**src/rtl/blake2_round_sched.sv**
```systemverilog
// blake2_round_sched
// Issue sequencer for one pipelined BLAKE2 G unit over a full compression.
// Each round issues four column calls (G0..G3), waits G_LAT bubble cycles,
// issues four diagonal calls (G4..G7), then waits G_LAT bubble cycles again.
// Every issue carries the v indices a/b/c/d, the SIGMA message selects x/y
// and a g_idx tag. The same call is replayed G_LAT cycles later as a
// writeback strobe carrying the destination v indices.
//
// Ports
//   clk, rst_n           clock (rising edge), asynchronous active-low reset
//   start_i              begin a compression (honoured only while idle)
//   busy_o               high from the first issue through the last drain cycle
//   done_o               one-cycle pulse after the final writeback
//   round_o              round of the call being issued
//   issue_v_o            G inputs valid this cycle
//   g_idx_o              G call index 0..7
//   a/b/c/d_sel_o        v indices read for the G inputs
//   x/y_sel_o            message word indices taken from SIGMA
//   wb_v_o               G outputs valid this cycle
//   wb_a/b/c/d_sel_o     v indices written with the G outputs
module blake2_round_sched #(
    parameter int unsigned ROUNDS = 10,
    parameter int unsigned IDX_W  = 3,
    parameter int unsigned G_LAT  = 1
) (
    input  logic             clk,
    input  logic             rst_n,
    input  logic             start_i,
    output logic             busy_o,
    output logic             done_o,
    output logic [3:0]       round_o,
    output logic             issue_v_o,
    output logic [IDX_W-1:0] g_idx_o,
    output logic [3:0]       a_sel_o,
    output logic [3:0]       b_sel_o,
    output logic [3:0]       c_sel_o,
    output logic [3:0]       d_sel_o,
    output logic [3:0]       x_sel_o,
    output logic [3:0]       y_sel_o,
    output logic             wb_v_o,
    output logic [3:0]       wb_a_sel_o,
    output logic [3:0]       wb_b_sel_o,
    output logic [3:0]       wb_c_sel_o,
    output logic [3:0]       wb_d_sel_o
);

    typedef enum logic [2:0] {
        StIdle,
        StCol,
        StDrainC,
        StDiag,
        StDrainD,
        StDone
    } state_e;

    // Row r holds SIGMA[r][0..15], element 0 in the most significant nibble.
    localparam logic [0:9][0:15][3:0] SIGMA = {
        64'h0123_4567_89ab_cdef,
        64'hea48_9fd6_1c02_b753,
        64'hb8c0_52fd_ae36_7194,
        64'h7931_dcbe_265a_40f8,
        64'h9057_24af_e1bc_683d,
        64'h2c6a_0b83_4d75_fe19,
        64'hc51f_ed4a_0763_928b,
        64'hdb7e_c139_50f4_862a,
        64'h6fe9_b308_c2d7_14a5,
        64'ha284_7615_fb9e_3cd0
    };

    // {a, b, c, d} for each G call: columns first, then diagonals.
    function automatic logic [15:0] idx_map(input logic [2:0] g);
        logic [15:0] m;
        unique case (g)
            3'd0:    m = {4'd0, 4'd4, 4'd8,  4'd12};
            3'd1:    m = {4'd1, 4'd5, 4'd9,  4'd13};
            3'd2:    m = {4'd2, 4'd6, 4'd10, 4'd14};
            3'd3:    m = {4'd3, 4'd7, 4'd11, 4'd15};
            3'd4:    m = {4'd0, 4'd5, 4'd10, 4'd15};
            3'd5:    m = {4'd1, 4'd6, 4'd11, 4'd12};
            3'd6:    m = {4'd2, 4'd7, 4'd8,  4'd13};
            default: m = {4'd3, 4'd4, 4'd9,  4'd14};
        endcase
        return m;
    endfunction

    state_e     r_state, w_state_d;
    logic [2:0] r_g, w_g_d;
    logic [3:0] r_round, w_round_d;
    logic [1:0] r_cnt, w_cnt_d;

    logic [G_LAT-1:0] r_dly_v;
    logic [2:0]       r_dly_g [G_LAT];

    logic        w_issue;
    logic        w_drain_end;
    logic [3:0]  w_row;
    logic [15:0] w_rd_idx;
    logic [15:0] w_wb_idx;

    assign w_issue     = (r_state == StCol) || (r_state == StDiag);
    assign w_drain_end = (r_cnt == 2'(G_LAT - 1));
    // round never exceeds 15, so one conditional subtract gives round mod 10
    assign w_row       = (r_round >= 4'd10) ? (r_round - 4'd10) : r_round;
    assign w_rd_idx    = idx_map(r_g);
    assign w_wb_idx    = idx_map(r_dly_g[G_LAT-1]);

    always_ff @(posedge clk or negedge rst_n) begin
        if (!rst_n) begin
            r_state <= StIdle;
            r_g     <= '0;
            r_round <= '0;
            r_cnt   <= '0;
        end else begin
            r_state <= w_state_d;
            r_g     <= w_g_d;
            r_round <= w_round_d;
            r_cnt   <= w_cnt_d;
        end
    end

    always_comb begin
        w_state_d = r_state;
        w_g_d     = r_g;
        w_round_d = r_round;
        w_cnt_d   = r_cnt;
        unique case (r_state)
            StIdle: begin
                if (start_i) begin
                    w_state_d = StCol;
                    w_g_d     = '0;
                    w_round_d = '0;
                end
            end
            StCol: begin
                // g runs on into 4 so the diagonal phase starts ready
                w_g_d   = r_g + 3'd1;
                w_cnt_d = '0;
                if (r_g == 3'd3) w_state_d = StDrainC;
            end
            StDrainC: begin
                if (w_drain_end) w_state_d = StDiag;
                else             w_cnt_d   = r_cnt + 2'd1;
            end
            StDiag: begin
                // 7 wraps to 0 for the next column phase
                w_g_d   = r_g + 3'd1;
                w_cnt_d = '0;
                if (r_g == 3'd7) w_state_d = StDrainD;
            end
            StDrainD: begin
                if (w_drain_end) begin
                    if (r_round == 4'(ROUNDS - 1)) begin
                        w_state_d = StDone;
                        w_round_d = '0;
                    end else begin
                        w_state_d = StCol;
                        w_round_d = r_round + 4'd1;
                    end
                end else begin
                    w_cnt_d = r_cnt + 2'd1;
                end
            end
            StDone:  w_state_d = StIdle;
            default: w_state_d = StIdle;
        endcase
    end

    // Writeback delay line: one stage per cycle of G latency.
    always_ff @(posedge clk or negedge rst_n) begin
        if (!rst_n) begin
            r_dly_v <= '0;
            for (int i = 0; i < int'(G_LAT); i++) r_dly_g[i] <= '0;
        end else begin
            r_dly_v[0] <= w_issue;
            r_dly_g[0] <= r_g;
            for (int i = 1; i < int'(G_LAT); i++) begin
                r_dly_v[i] <= r_dly_v[i-1];
                r_dly_g[i] <= r_dly_g[i-1];
            end
        end
    end

    assign busy_o    = (r_state == StCol) || (r_state == StDrainC) ||
                       (r_state == StDiag) || (r_state == StDrainD);
    assign done_o    = (r_state == StDone);
    assign issue_v_o = w_issue;
    assign round_o   = w_issue ? r_round : '0;
    assign g_idx_o   = w_issue ? IDX_W'(r_g) : '0;
    assign a_sel_o   = w_issue ? w_rd_idx[15:12] : '0;
    assign b_sel_o   = w_issue ? w_rd_idx[11:8]  : '0;
    assign c_sel_o   = w_issue ? w_rd_idx[7:4]   : '0;
    assign d_sel_o   = w_issue ? w_rd_idx[3:0]   : '0;
    assign x_sel_o   = w_issue ? SIGMA[w_row][{r_g, 1'b0}] : '0;
    assign y_sel_o   = w_issue ? SIGMA[w_row][{r_g, 1'b1}] : '0;

    assign wb_v_o     = r_dly_v[G_LAT-1];
    assign wb_a_sel_o = wb_v_o ? w_wb_idx[15:12] : '0;
    assign wb_b_sel_o = wb_v_o ? w_wb_idx[11:8]  : '0;
    assign wb_c_sel_o = wb_v_o ? w_wb_idx[7:4]   : '0;
    assign wb_d_sel_o = wb_v_o ? w_wb_idx[3:0]   : '0;

endmodule

```
**config.mk**
```make
export PLATFORM = sky130hd
export DESIGN_NAME = blake2_round_sched
export DESIGN_NICKNAME = d
export VERILOG_FILES = /design/src/rtl/blake2_round_sched.sv
export SDC_FILE = /design/constraint.sdc
export NUM_CORES = 1
export LEC_CHECK = 0
export CAP_MARGIN = 20
export CORE_UTILIZATION = 40
export DETAILED_ROUTE_END_ITERATION = 10
export RECOVER_POWER = 25
export SLEW_MARGIN = 20
export SYNTH_ARGS = -nofsm -noshare
export SYNTH_HDL_FRONTEND = slang
export SYNTH_SLANG_ARGS = --single-unit
```
**constraint.sdc**
```tcl
create_clock -name clk -period 4.7 [get_ports clk]
set_input_delay 0.94 -clock clk [delete_from_list [all_inputs] [get_ports clk]]
set_output_delay 0.94 -clock clk [all_outputs]
set_load 0.005 [all_outputs]
```
==> impl_metrics.json <==
{
  "status": "finished, final reports clean",
  "portBuffers": 45,
  "grt-ovfl-total": 0,
  "die_height_um": 91.2,
  "seq_area_frac_synth_pct": 12.6,
  "gp_routability_congestion": 0.975,
  "critPathMaxFanout": 10,
  "ys_top_cells_by_area": "dfrtp_1 13%, ha_1 6.7%, a21oi_1 6.5%, o21ai_0 6.5%, buf_4 5.7%",
  "whs_path_depth": 2,
  "die_w_um": 91.2,
  "synthAdderAreaFrac_pct": 6.69,
  "routed-via-count": 3751,
  "io_pins": 54,
  "drive_gt1_share_pct": 8.46,
  "power_per_cell_area_nw_per_um2": 893,
  "clk_pin_slew_worst_paths_ps": 60,
  "tns_ps": 0,
  "critPathSlowestCell": "ha_2",
  "wire_per_inst_um": 20.8,
  "core_area_um2": 7730,
  "hold_path_end": "r_cnt[1]",
  "cp.required_ps": 3760,
  "numClockSinks": 16,
  "drc": 0,
  "power_frac_comb_pct": 87.5,
  "synth-edff-count": 0,
  "floorplan.initialDensity_pct": 41.2,
  "synthDistinctLibCells": 73,
  "clk_latency_ps": 250,
  "synth-compound-area-share_pct": 38.1,
  "synth.largest_area_cell": "dfrtp_1",
  "hold_class": "flip-flop to flip-flop",
  "drt-pass1-iter-count": 6,
  "layout_min_cycle_time_ps": 4430,
  "numCtsBuffers": 3,
  "power.switching_w": 0.00179,
  "grt_max_degree": 45,
  "root_buffer": "clkbuf_8",
  "place_hpwl_mm": 8.46,
  "syn_area_per_cell_um2": 6.87,
  "cp_top_family": "compound AO/OA/AOI/OAI gates",
  "postCtsHoldBufs": 0,
  "antenna_found_initial": 0,
  "power_frac_clock_pct": 3.8,
  "fmax_ghz": 0.226,
  "area_growth_pct": 12.7,
  "diodes": 0,
  "grt_use_total_pct": 28.0,
  "clockBufferDepth": 2,
  "synthCells": 463,
  "p_leak_nw": 1.38,
  "seq_power_share_pct": 8.6,
  "muxShareOfSynthArea_pct": 1.97,
  "peakVddDrop_v": 0.000310,
  "grt_pass1_vias": 3345,
  "critical_path.cell_chain": "and2b_1 -> a21oi_1 -> inv_1 -> ha_2 -> nor2b_1 -> a2111oi_0 -> nor4_1 -> a31o_1 -> o21ai_1 -> o311ai_1 -> clkdlybuf4s50_1",
  "synth_seq_cells": 16,
  "setup_viol": 0,
  "drv_cap": 0,
  "synth_flop_cell": "dfrtp_1",
  "path_buf_inv": 2,
  "drv_slew": 0,
  "rsz0062_at_grt": "false",
  "start_kind": "flip-flop",
  "row_count": 32,
  "synthXorXnorAreaFrac_pct": 1.93,
  "wirelength_mm": 12.0,
  "r2r_cells": 7,
  "fillers": 793,
  "antenna_left": 0,
  "timing.rr.end": "r_state[0]",
  "worst_path_largest_cell_delay_ps": 510,
  "drt_first_iter_violations": 591,
  "worstMarginPinSlew_ps": 747,
  "synth_top_family_by_area": "compound AO/OA/AOI/OAI gates",
  "ff2ff_setup_slack_ps": 2240,
  "netlist_area_um2": 3180,
  "ys_warn_count": 0,
  "worstSetupPathType": "flip-flop to output pin",
  "utilization_pct": 46.4,
  "finClkSkew_ps": 0.666,
  "netSwitchingFraction_pct": 56.0,
  "vias_per_cell": 6.52,
  "internal-power_w": 0.00141,
  "final-hold-violation-count": 0,
  "synth.top_cells.by_count": "41 x a21oi_1, 41 x o21ai_0, 39 x nor2_1, 36 x nand2_1, 24 x buf_4",
  "cp-end-kind": "output pin",
  "die_area_um2": 8310,
  "synth_top_area_share_pct": 12.6,
  "min_period_over_period_pct": 94.3,
  "grt_pass1_wl_mm": 18.5,
  "slew-limit-headroom_pct": 50.0,
  "crit_arrival_ps": 3490,
  "min_from": "r_cnt[1]",
  "r2r-start": "r_g[2]",
  "cts_tree": "done",
  "synth-simple-area-share_pct": 24.5,
  "finalNetCount": 494,
  "async_flop_share_pct": 100,
  "htree_levels": 1
}
worst max path at each step:
stage,end,slack (ps),start,cells after the start
4_1_cts,x_sel_o[1],220,r_round[1],11
3_3_place_gp,x_sel_o[1],490,r_round[1],11
3_5_place_dp,x_sel_o[1],520,r_round[1],11
6_report,x_sel_o[1],270,r_round[1],11
5_1_grt,x_sel_o[1],50,r_round[1],11
2_1_floorplan,x_sel_o[1],1000,r_round[3],13
repair_timing:
| item | in CTS | in global routing |
|---|---|---|
| gates resized for setup | 0 | 1 |
| setup buffers | 0 | 0 |
| setup endpoints to repair | 0 | 1 |
registers in the layout, indices dropped and copies added (netlist names):
register,count
r_round,4
r_dly_g,3
r_g,3
r_state,3
r_cnt,2
wb_v_o,1
layout by cell type (no fill, tap or decap), drive strengths merged, types with 12 or more instances in the layout:
cell	instances
buf	17
a21oi	42
nand2	39
clkdlybuf4s50	43
nor2	42
inv	15
ha	17
o21ai	45
nand2b	12
dfrtp	16
nor3	15
per-stage QoR:
step	instances	hold WS [ps]	instance area (um2)	power (W)	worst slack, ps
after detailed placement	571	598	3530	0.00299	517
after CTS	575	608	3580	0.00312	223
after global placement	571	586	3530	0.00301	487
after global routing	575	641	3590	0.00342	54.0
final	575	603	3590	0.00320	266
after floorplan	470	401	3210	0.00213	1000
logic make-up after synthesis:
group | count (synthesis)
flops | 16
mux | 5
fa+ha+maj | 17
simple gates | 157
xor+xnor | 7
compound gates | 180
buf+inv | 80
other cells | 1
routing by layer:
| layer | GRT usage (%) | vias up | wire length, um |
|---|---|---|---|
| met2 | 45.9 | 276 | 5510 |
| met5 | 0 | - | 0 |
| met4 | 12.3 | 0 | 520 |
| li1 | - | 1710 | - |
| met1 | 36.9 | 1716 | 4810 |
| met3 | 3.43 | 49 | 1140 |
tightest hold or removal path, delay by kind of cell (launching register included):
kind / cells / cell delay (ps)
compound gates: 1 / 90
buf+inv: 1 / 90
flops: 1 / 370
final cells by class:
class	instances	area, um2	area share [%]
timing repair buffer	62	578	16.1
sequential	16	400	11.2
multi-input combinational	374	2360	65.8
tap	102	128	3.56
clock buffer	4	55.1	1.54
inverter	17	63.8	1.78
power by group through the flow:
stage	combinational (W)	clock, W	sequential, W
6_report	0.00280	0.000123	0.000277
5_1_grt	0.00300	0.000131	0.000290
4_1_cts	0.00272	0.000126	0.000276
3_5_place_dp	0.00271	0	0.000277
3_3_place_gp	0.00274	0	0.000276
2_1_floorplan	0.00189	0	0.000237
Power figures use the tool's default switching activity.
